## config.mk

```make
export PLATFORM = sky130hd
export DESIGN_NAME = rgb_pixel_fifo
export DESIGN_NICKNAME = d
export VERILOG_FILES = /design/src/rtl/rgb_pixel_fifo.sv
export SDC_FILE = /design/constraint.sdc
export NUM_CORES = 1
export LEC_CHECK = 0
export CORE_UTILIZATION = 35
export DETAILED_ROUTE_END_ITERATION = 16
export RECOVER_POWER = 100
export SLEW_MARGIN = 25
export SYNTH_ARGS = -nofsm -noshare
export SYNTH_HDL_FRONTEND = slang
export SYNTH_SLANG_ARGS = --single-unit
```

## constraint.sdc

```tcl
create_clock -name clkin -period 6 [get_ports clkin]
set_input_delay 0.9 -clock clkin [delete_from_list [all_inputs] [get_ports clkin]]
set_output_delay 0.9 -clock clkin [all_outputs]
set_load 0.005 [all_outputs]
```

## src/rtl/rgb_pixel_fifo.sv

```systemverilog
`default_nettype none
// ============================================================================
//  Module   : rgb_pixel_fifo
//  Purpose  : Wishbone-slave GRB pixel buffer feeding the WS2812 serializer.
//             The CPU pushes 24-bit words and marks end-of-frame. The
//             serializer pops words over valid/ready. A one-cycle frame_end
//             pulse is raised once a committed frame has fully drained.
//  Options  : RGBFIFO_IRQ_EN - adds the irq output and WMARK register.
//  Revision : 1.0 - initial release
// ============================================================================
module rgb_pixel_fifo #(
    parameter int DEPTH  = 16,
    parameter int ADDR_W = 4
) (
    input  logic        clkin,
    input  logic        resetn,
    // Wishbone slave
    input  logic        slv_ext_stb_o,
    input  logic        slv_ext_cyc_o,
    input  logic        slv_ext_we_o,
    input  logic [3:0]  slv_ext_adr_o,
    input  logic [31:0] slv_ext_wdata_o,
    input  logic [3:0]  slv_ext_sel_o,
    output logic        slv_ext_ack_i,
    output logic [31:0] slv_ext_rdata_i,
    // Pixel stream to the serializer
    output logic        pix_valid,
    output logic [23:0] pix_data,
    input  logic        pix_ready,
    output logic        frame_end
`ifdef RGBFIFO_IRQ_EN
    ,
    output logic        irq
`endif
);

    // Register map
    localparam logic [3:0] c_REG_DATA   = 4'd0;
    localparam logic [3:0] c_REG_STATUS = 4'd1;
    localparam logic [3:0] c_REG_CTRL   = 4'd2;
`ifdef RGBFIFO_IRQ_EN
    localparam logic [3:0] c_REG_WMARK  = 4'd3;
`endif

    localparam logic [ADDR_W:0] c_DEPTH = (ADDR_W+1)'(DEPTH);

    // ------------------------------------------------------------------
    // State
    // ------------------------------------------------------------------
    logic [23:0]       r_mem [DEPTH];
    logic [ADDR_W-1:0] r_wr_ptr;
    logic [ADDR_W-1:0] r_rd_ptr;
    logic [ADDR_W:0]   r_count;

    logic              r_ack;
    logic [31:0]       r_rdata;

    logic              r_overflow;
    logic              r_underrun;
    logic              r_eof_pending;
    logic              r_frame_active;
    logic              r_frame_end;

`ifdef RGBFIFO_IRQ_EN
    logic [ADDR_W:0]   r_wmark;
    logic              r_irq;
`endif

    // ------------------------------------------------------------------
    // Decode
    // ------------------------------------------------------------------
    logic        w_acc;
    logic        w_wr;
    logic        w_push;
    logic        w_ctrl_wr;
    logic        w_flush;
    logic        w_eof_wr;
    logic        w_clr_flags;
    logic        w_empty;
    logic        w_full;
    logic        w_push_ok;
    logic        w_pop;
    logic        w_ovf_set;
    logic        w_und_set;
    logic        w_fe_fire;
    logic [31:0] w_status;
    logic [31:0] w_rd_value;
    logic        w_unused_bits;

    // A new access is seen exactly once: the cycle before ack rises.
    assign w_acc       = slv_ext_stb_o & slv_ext_cyc_o & ~r_ack;
    assign w_wr        = w_acc & slv_ext_we_o;
    assign w_push      = w_wr & (slv_ext_adr_o == c_REG_DATA);
    assign w_ctrl_wr   = w_wr & (slv_ext_adr_o == c_REG_CTRL);
    assign w_flush     = w_ctrl_wr & slv_ext_wdata_o[0];
    assign w_eof_wr    = w_ctrl_wr & slv_ext_wdata_o[1];
    assign w_clr_flags = w_ctrl_wr & slv_ext_wdata_o[2];

    assign w_empty     = (r_count == '0);
    assign w_full      = (r_count == c_DEPTH);

    // A push into a full FIFO is dropped even when a pop frees a slot in
    // the same cycle; the head word is never overwritten.
    assign w_push_ok   = w_push & ~w_full;
    // Flush wins over a concurrent pop.
    assign w_pop       = ~w_empty & pix_ready & ~w_flush;
    assign w_ovf_set   = w_push & w_full;
    // Serializer asking for data mid-frame with nothing committed as the end.
    assign w_und_set   = pix_ready & w_empty & r_frame_active & ~r_eof_pending;
    // Frame handed off: eof marked, nothing left and nothing arriving.
    assign w_fe_fire   = r_eof_pending & w_empty & ~w_push & ~w_flush;

    // Byte selects are not supported and the top data byte carries nothing.
    assign w_unused_bits = ^{slv_ext_sel_o, slv_ext_wdata_o[31:24]};

    // STATUS register image
    always_comb begin
        w_status             = '0;
        w_status[ADDR_W:0]   = r_count;
        w_status[16]         = w_empty;
        w_status[17]         = w_full;
        w_status[18]         = r_overflow;
        w_status[19]         = r_underrun;
        w_status[20]         = r_eof_pending;
    end

    // Read-data multiplexer; write-only and unmapped addresses read as 0
    always_comb begin
        w_rd_value = '0;
        case (slv_ext_adr_o)
            c_REG_STATUS: w_rd_value = w_status;
`ifdef RGBFIFO_IRQ_EN
            c_REG_WMARK:  w_rd_value[ADDR_W:0] = r_wmark;
`endif
            default:      w_rd_value = '0;
        endcase
    end

    // ------------------------------------------------------------------
    // Wishbone handshake and registered read data
    // ------------------------------------------------------------------
    // Ack follows each accepted access for one cycle; rdata captured alongside
    always_ff @(posedge clkin) begin
        if (!resetn) begin
            r_ack   <= 1'b0;
            r_rdata <= '0;
        end else begin
            r_ack <= w_acc;
            if (w_acc) begin
                r_rdata <= slv_ext_we_o ? 32'd0 : w_rd_value;
            end
        end
    end

    // ------------------------------------------------------------------
    // FIFO storage and pointers
    // ------------------------------------------------------------------
    // Pixel memory: no reset, written only by accepted pushes
    always_ff @(posedge clkin) begin
        if (resetn && w_push_ok) begin
            r_mem[r_wr_ptr] <= slv_ext_wdata_o[23:0];
        end
    end

    // Pointer and occupancy tracking; pointers wrap naturally modulo DEPTH
    always_ff @(posedge clkin) begin
        if (!resetn) begin
            r_wr_ptr <= '0;
            r_rd_ptr <= '0;
            r_count  <= '0;
        end else if (w_flush) begin
            r_wr_ptr <= '0;
            r_rd_ptr <= '0;
            r_count  <= '0;
        end else begin
            if (w_push_ok) begin
                r_wr_ptr <= r_wr_ptr + 1'b1;
            end
            if (w_pop) begin
                r_rd_ptr <= r_rd_ptr + 1'b1;
            end
            case ({w_push_ok, w_pop})
                2'b10:   r_count <= r_count + 1'b1;
                2'b01:   r_count <= r_count - 1'b1;
                default: r_count <= r_count;
            endcase
        end
    end

    // ------------------------------------------------------------------
    // Frame tracking and sticky error flags
    // ------------------------------------------------------------------
    // eof/frame bookkeeping, frame_end pulse, and sticky overflow/underrun
    always_ff @(posedge clkin) begin
        if (!resetn) begin
            r_eof_pending  <= 1'b0;
            r_frame_active <= 1'b0;
            r_frame_end    <= 1'b0;
            r_overflow     <= 1'b0;
            r_underrun     <= 1'b0;
        end else begin
            r_frame_end <= w_fe_fire;

            // A fresh eof written on the firing cycle starts the next frame.
            if (w_flush) begin
                r_eof_pending <= 1'b0;
            end else if (w_eof_wr) begin
                r_eof_pending <= 1'b1;
            end else if (w_fe_fire) begin
                r_eof_pending <= 1'b0;
            end

            if (w_flush || w_fe_fire) begin
                r_frame_active <= 1'b0;
            end else if (w_pop) begin
                r_frame_active <= 1'b1;
            end

            // An event on the clearing cycle is kept rather than lost.
            r_overflow <= (r_overflow & ~w_clr_flags) | w_ovf_set;
            r_underrun <= (r_underrun & ~w_clr_flags) | w_und_set;
        end
    end

`ifdef RGBFIFO_IRQ_EN
    // ------------------------------------------------------------------
    // Low-watermark interrupt
    // ------------------------------------------------------------------
    // WMARK register and registered low-watermark interrupt
    always_ff @(posedge clkin) begin
        if (!resetn) begin
            r_wmark <= '0;
            r_irq   <= 1'b0;
        end else begin
            if (w_wr && (slv_ext_adr_o == c_REG_WMARK)) begin
                r_wmark <= slv_ext_wdata_o[ADDR_W:0];
            end
            r_irq <= ~w_flush & ~r_eof_pending & r_frame_active &
                     (r_count <= r_wmark);
        end
    end

    assign irq = r_irq;
`endif

    // ------------------------------------------------------------------
    // Outputs
    // ------------------------------------------------------------------
    assign slv_ext_ack_i   = r_ack;
    assign slv_ext_rdata_i = r_rdata;
    assign pix_valid       = ~w_empty;
    assign pix_data        = r_mem[r_rd_ptr];
    assign frame_end       = r_frame_end;

endmodule
`default_nettype wire

```

==> out/metrics.csv <==
stage,metric,value,unit
floorplan,rows,78,
global_route,use_met2,0.2163,
worst_setup_path,crit_type,in -> reg,
drt,routed_wl,33290,um
global_route,grt_pass1_vias,7952,
worst_setup_path,worstPathArrival,5150,ps
pwr,p_int,4.755,mW
timing,period_share,0.8417,
drt,vias,7569,
clock_network,cts_setup_buffers,0,
final_layout,area_delta_synth_final,16.46,%
clock_network,cts_buffer_depth,3,
worst_setup_path,startpoint_type,input port,
logic_synthesis,ys_async_sr_fraction,0,
final_layout,final_cell_area,0.01901,mm2
final_layout,fin_util,0.4162,
logic_synthesis,synth_edf_count,384,
logic_synthesis,ys.warnings.count,0,
drt,drtAntennaViolNets,0,
logic_synthesis,synthFlopType,edfxtp_1,
timing,maxClockFrequency,198.0,MHz
timing,rsz0062_at_grt,false,
drt,wl_per_cell,22.31,um
timing,finClkSkew,17.47,ps
global_route,top_usage_layer,met2,
pwr,powerDensity,312.4,mW/mm2
logic_synthesis,yosysTopAreaCell,edfxtp_1,
global_route,gr-usage-met3,0.02943,
hold_path,worst_hold_path_type,reg -> reg,
logic_synthesis,netlist_instances,763,
placement,dp.cells,1411,
timing,hold_viol_final,0,
global_route,grt_max_degree,66,
pwr,vdd_drop_max,0.0002201,V
clock_network,tritoncts,built,
outcome,violations,"max-capacitance violations, max-slew violations",
placement,dpl_cell_area,0.01794,mm2
floorplan,core_area,0.04567,mm2
global_route,grtUsageTotal,0.1424,
pwr,switchingPower,1.183,mW
clock_network,cts_sinks,417,
global_route,grt_pass1_wl,49800,um
global_route,grt_use_met1,0.2045,
floorplan,die_h,218.0,um
timing,hold_ws,507.0,ps
worst_setup_path,path_max_fanout,24,
timing,period_needed,5050,ps
placement,port_buffers,70,
final_layout,nets,912,
global_route,overflow,0,
timing,fin_tns_setup,0,ps
timing,tightest_slew,2986,ps
logic_synthesis,yosysMostFrequentCell,edfxtp_1,
pwr,clkPwrFrac,0.448,
clock_network,cts_root_buffer,clkbuf_16,
logic_synthesis,ys_types,50,
clock_network,htreeDepth,2,
logic_synthesis,synth-seq-cells,417,
logic_synthesis,netlist.area_leader.share,0.7064,
drt,drtIter0Drc,717,
timing,setup_viol,0,
timing,max-slew-margin-rel,-0.9978,
pwr,pwr-share-comb,0.017,
outcome,status,"finished, violations left",
logic_synthesis,yosys-top-cells-area,"edfxtp_1, mux4_2, dfxtp_1",
final_layout,finalNonFillerCells,1492,
drt,via_per_inst,5.073,
clock_network,cts_made_buffers,44,
final_layout,layout-drive-gt1-share,0.2301,
clock_network,path_clk_slew,60,ps
floorplan,die_w,218.0,um
placement,routabilityCongestion,0.7495,
drt,drc_errors,0,
floorplan,dieArea,0.04750,mm2
floorplan,ios,105,
clock_network,ctsResizeCount,0,
logic_synthesis,syn-cell-area,0.01632,mm2
global_route,antenna_found_initial,2,
worst_setup_path,cp-end-kind,flip-flop,
logic_synthesis,yosys-top-cells-count,"edfxtp_1, mux4_2, nor2_1, dfxtp_1, buf_4",
run,maxCapViolations,5,
floorplan,initial_core_util,0.3574,
pwr,p_sw_frac,0.1992,
worst_setup_path,cp_data_required_time,6100,ps
timing,report.final.slew_viol_count,116,
pwr,power.share.sequential,0.535,
pwr,leakagePower,5.782,nW
logic_synthesis,ys_seq_area_frac,0.7469,
clock_network,clock_latency,560,ps
clock_network,ctsHoldBuffers,0,
logic_synthesis,avgSynthCellArea,21.39,um2
placement,detailed_place_hpwl,18490,um
drt,drt-pass1-iter-count,5,
==> final cells by class <==
class | instances | area, um2
Inverter | 8 | 30.03
Clock buffer | 57 | 1191
Fill cell | 4009 | 26660
Timing Repair Buffer | 88 | 799.5
Antenna cell | 1 | 2.502
Clock inverter | 21 | 217.7
Tap cell | 600 | 750.7
Multi-Input combinational cell | 300 | 3819
Sequential cell | 417 | 12200
==> state kept, by name (all words and copies together), names as in the netlist, named ones only <==
register and cells:
r_underrun 1, frame_end 1, r_mem 384, r_rd_ptr 4, r_eof_pending 1, r_frame_active 1, slv_ext_rdata_i 10, r_overflow 1
r_wr_ptr 4, slv_ext_ack_i 1, r_count 5
==> power by group through the flow <==
stage / clock network, mW / logic [mW] / registers [mW]
after floorplan: 0 / 0.0550 / 3.23
after detailed placement: 0 / 0.111 / 3.24
after global placement: 0 / 0.107 / 3.24
final: 2.66 / 0.104 / 3.18
after global routing: 2.83 / 0.114 / 3.18
after CTS: 2.72 / 0.111 / 3.18
==> per-layer routing <==
layer  vias up  share of wire  wire length [um]
met5         -        0.00024                 8
met4         2          0.026               876
met3        61          0.056              1880
met2       212           0.47             15500
met1      3982           0.45             15020
li1       3312              -                 -
==> cell families (layout without fill, tap and decap cells) <==
kind of cell | count (synthesis) | in the layout | synth area share
AO/OA/AOI/OAI | 39 | 39 | 0.02001
multiplexers | 121 | 121 | 0.1662
AND/OR/NAND/NOR | 102 | 102 | 0.03258
buffers and inverters | 67 | 174 | 0.02391
adder cells (fa/ha/maj) | 7 | 7 | 0.005365
flip-flops | 417 | 417 | 0.7469
other | 1 | 23 | 0.0002297
XOR/XNOR | 9 | 9 | 0.004829
==> path summary, 6_finish.rpt <==
check	startpoint	to	slack, ps	depth (start not counted)
worst max-delay path	slv_ext_adr_o[3]	r_mem[1][16]	950	5
worst min-delay path	r_frame_active	r_frame_active	510	1
worst max register to register	r_count[0]	r_mem[1][16]	1590	4
worst min register to register	r_frame_active	r_frame_active	510	1
==> worst max-delay path, stage by stage <==
cell and delay [ps]:
dlygate4sd3_1 600, or4b_1 650, a2111oi_4 510, nand2_1 250, nor2_1 2220
==> metrics by stage <==
step | total power, mW | setup WS, ps
after floorplan | 3.289 | 2463
after global placement | 3.345 | 1710
after detailed placement | 3.349 | 1643
after CTS | 6.012 | 1474
after global routing | 6.120 | 682.7
final | 5.938 | 949.8
==> cell usage in the layout (no fill, tap or decap), drive strengths merged, types with 2 or more instances in the layout <==
cell type | Yosys | final
clkinv | 0 | 12
nand2b | 6 | 6
mux4 | 120 | 120
clkbuf | 16 | 70
nor3 | 8 | 8
conb | 1 | 22
dlygate4sd3 | 0 | 60
xor2 | 6 | 6
or4b | 2 | 2
edfxtp | 384 | 384
dfxtp | 33 | 33
and2 | 3 | 3
nor3b | 4 | 4
a22oi | 10 | 10
or3 | 2 | 2
clkinvlp | 0 | 2
ha | 7 | 7
a21oi | 9 | 9
bufinv | 0 | 3
o31ai | 2 | 2
nor2 | 47 | 47
nor2b | 2 | 2
nand3 | 4 | 4
a2111o | 2 | 2
xnor2 | 3 | 3
nand3b | 6 | 6
a31oi | 2 | 2
nand4 | 4 | 4
buf | 43 | 5
clkdlybuf4s50 | 0 | 10
nand2 | 13 | 13
a2111oi | 3 | 3
inv | 8 | 12
o221a | 2 | 2
o21ai | 3 | 3
Power figures use the tool's default switching activity.
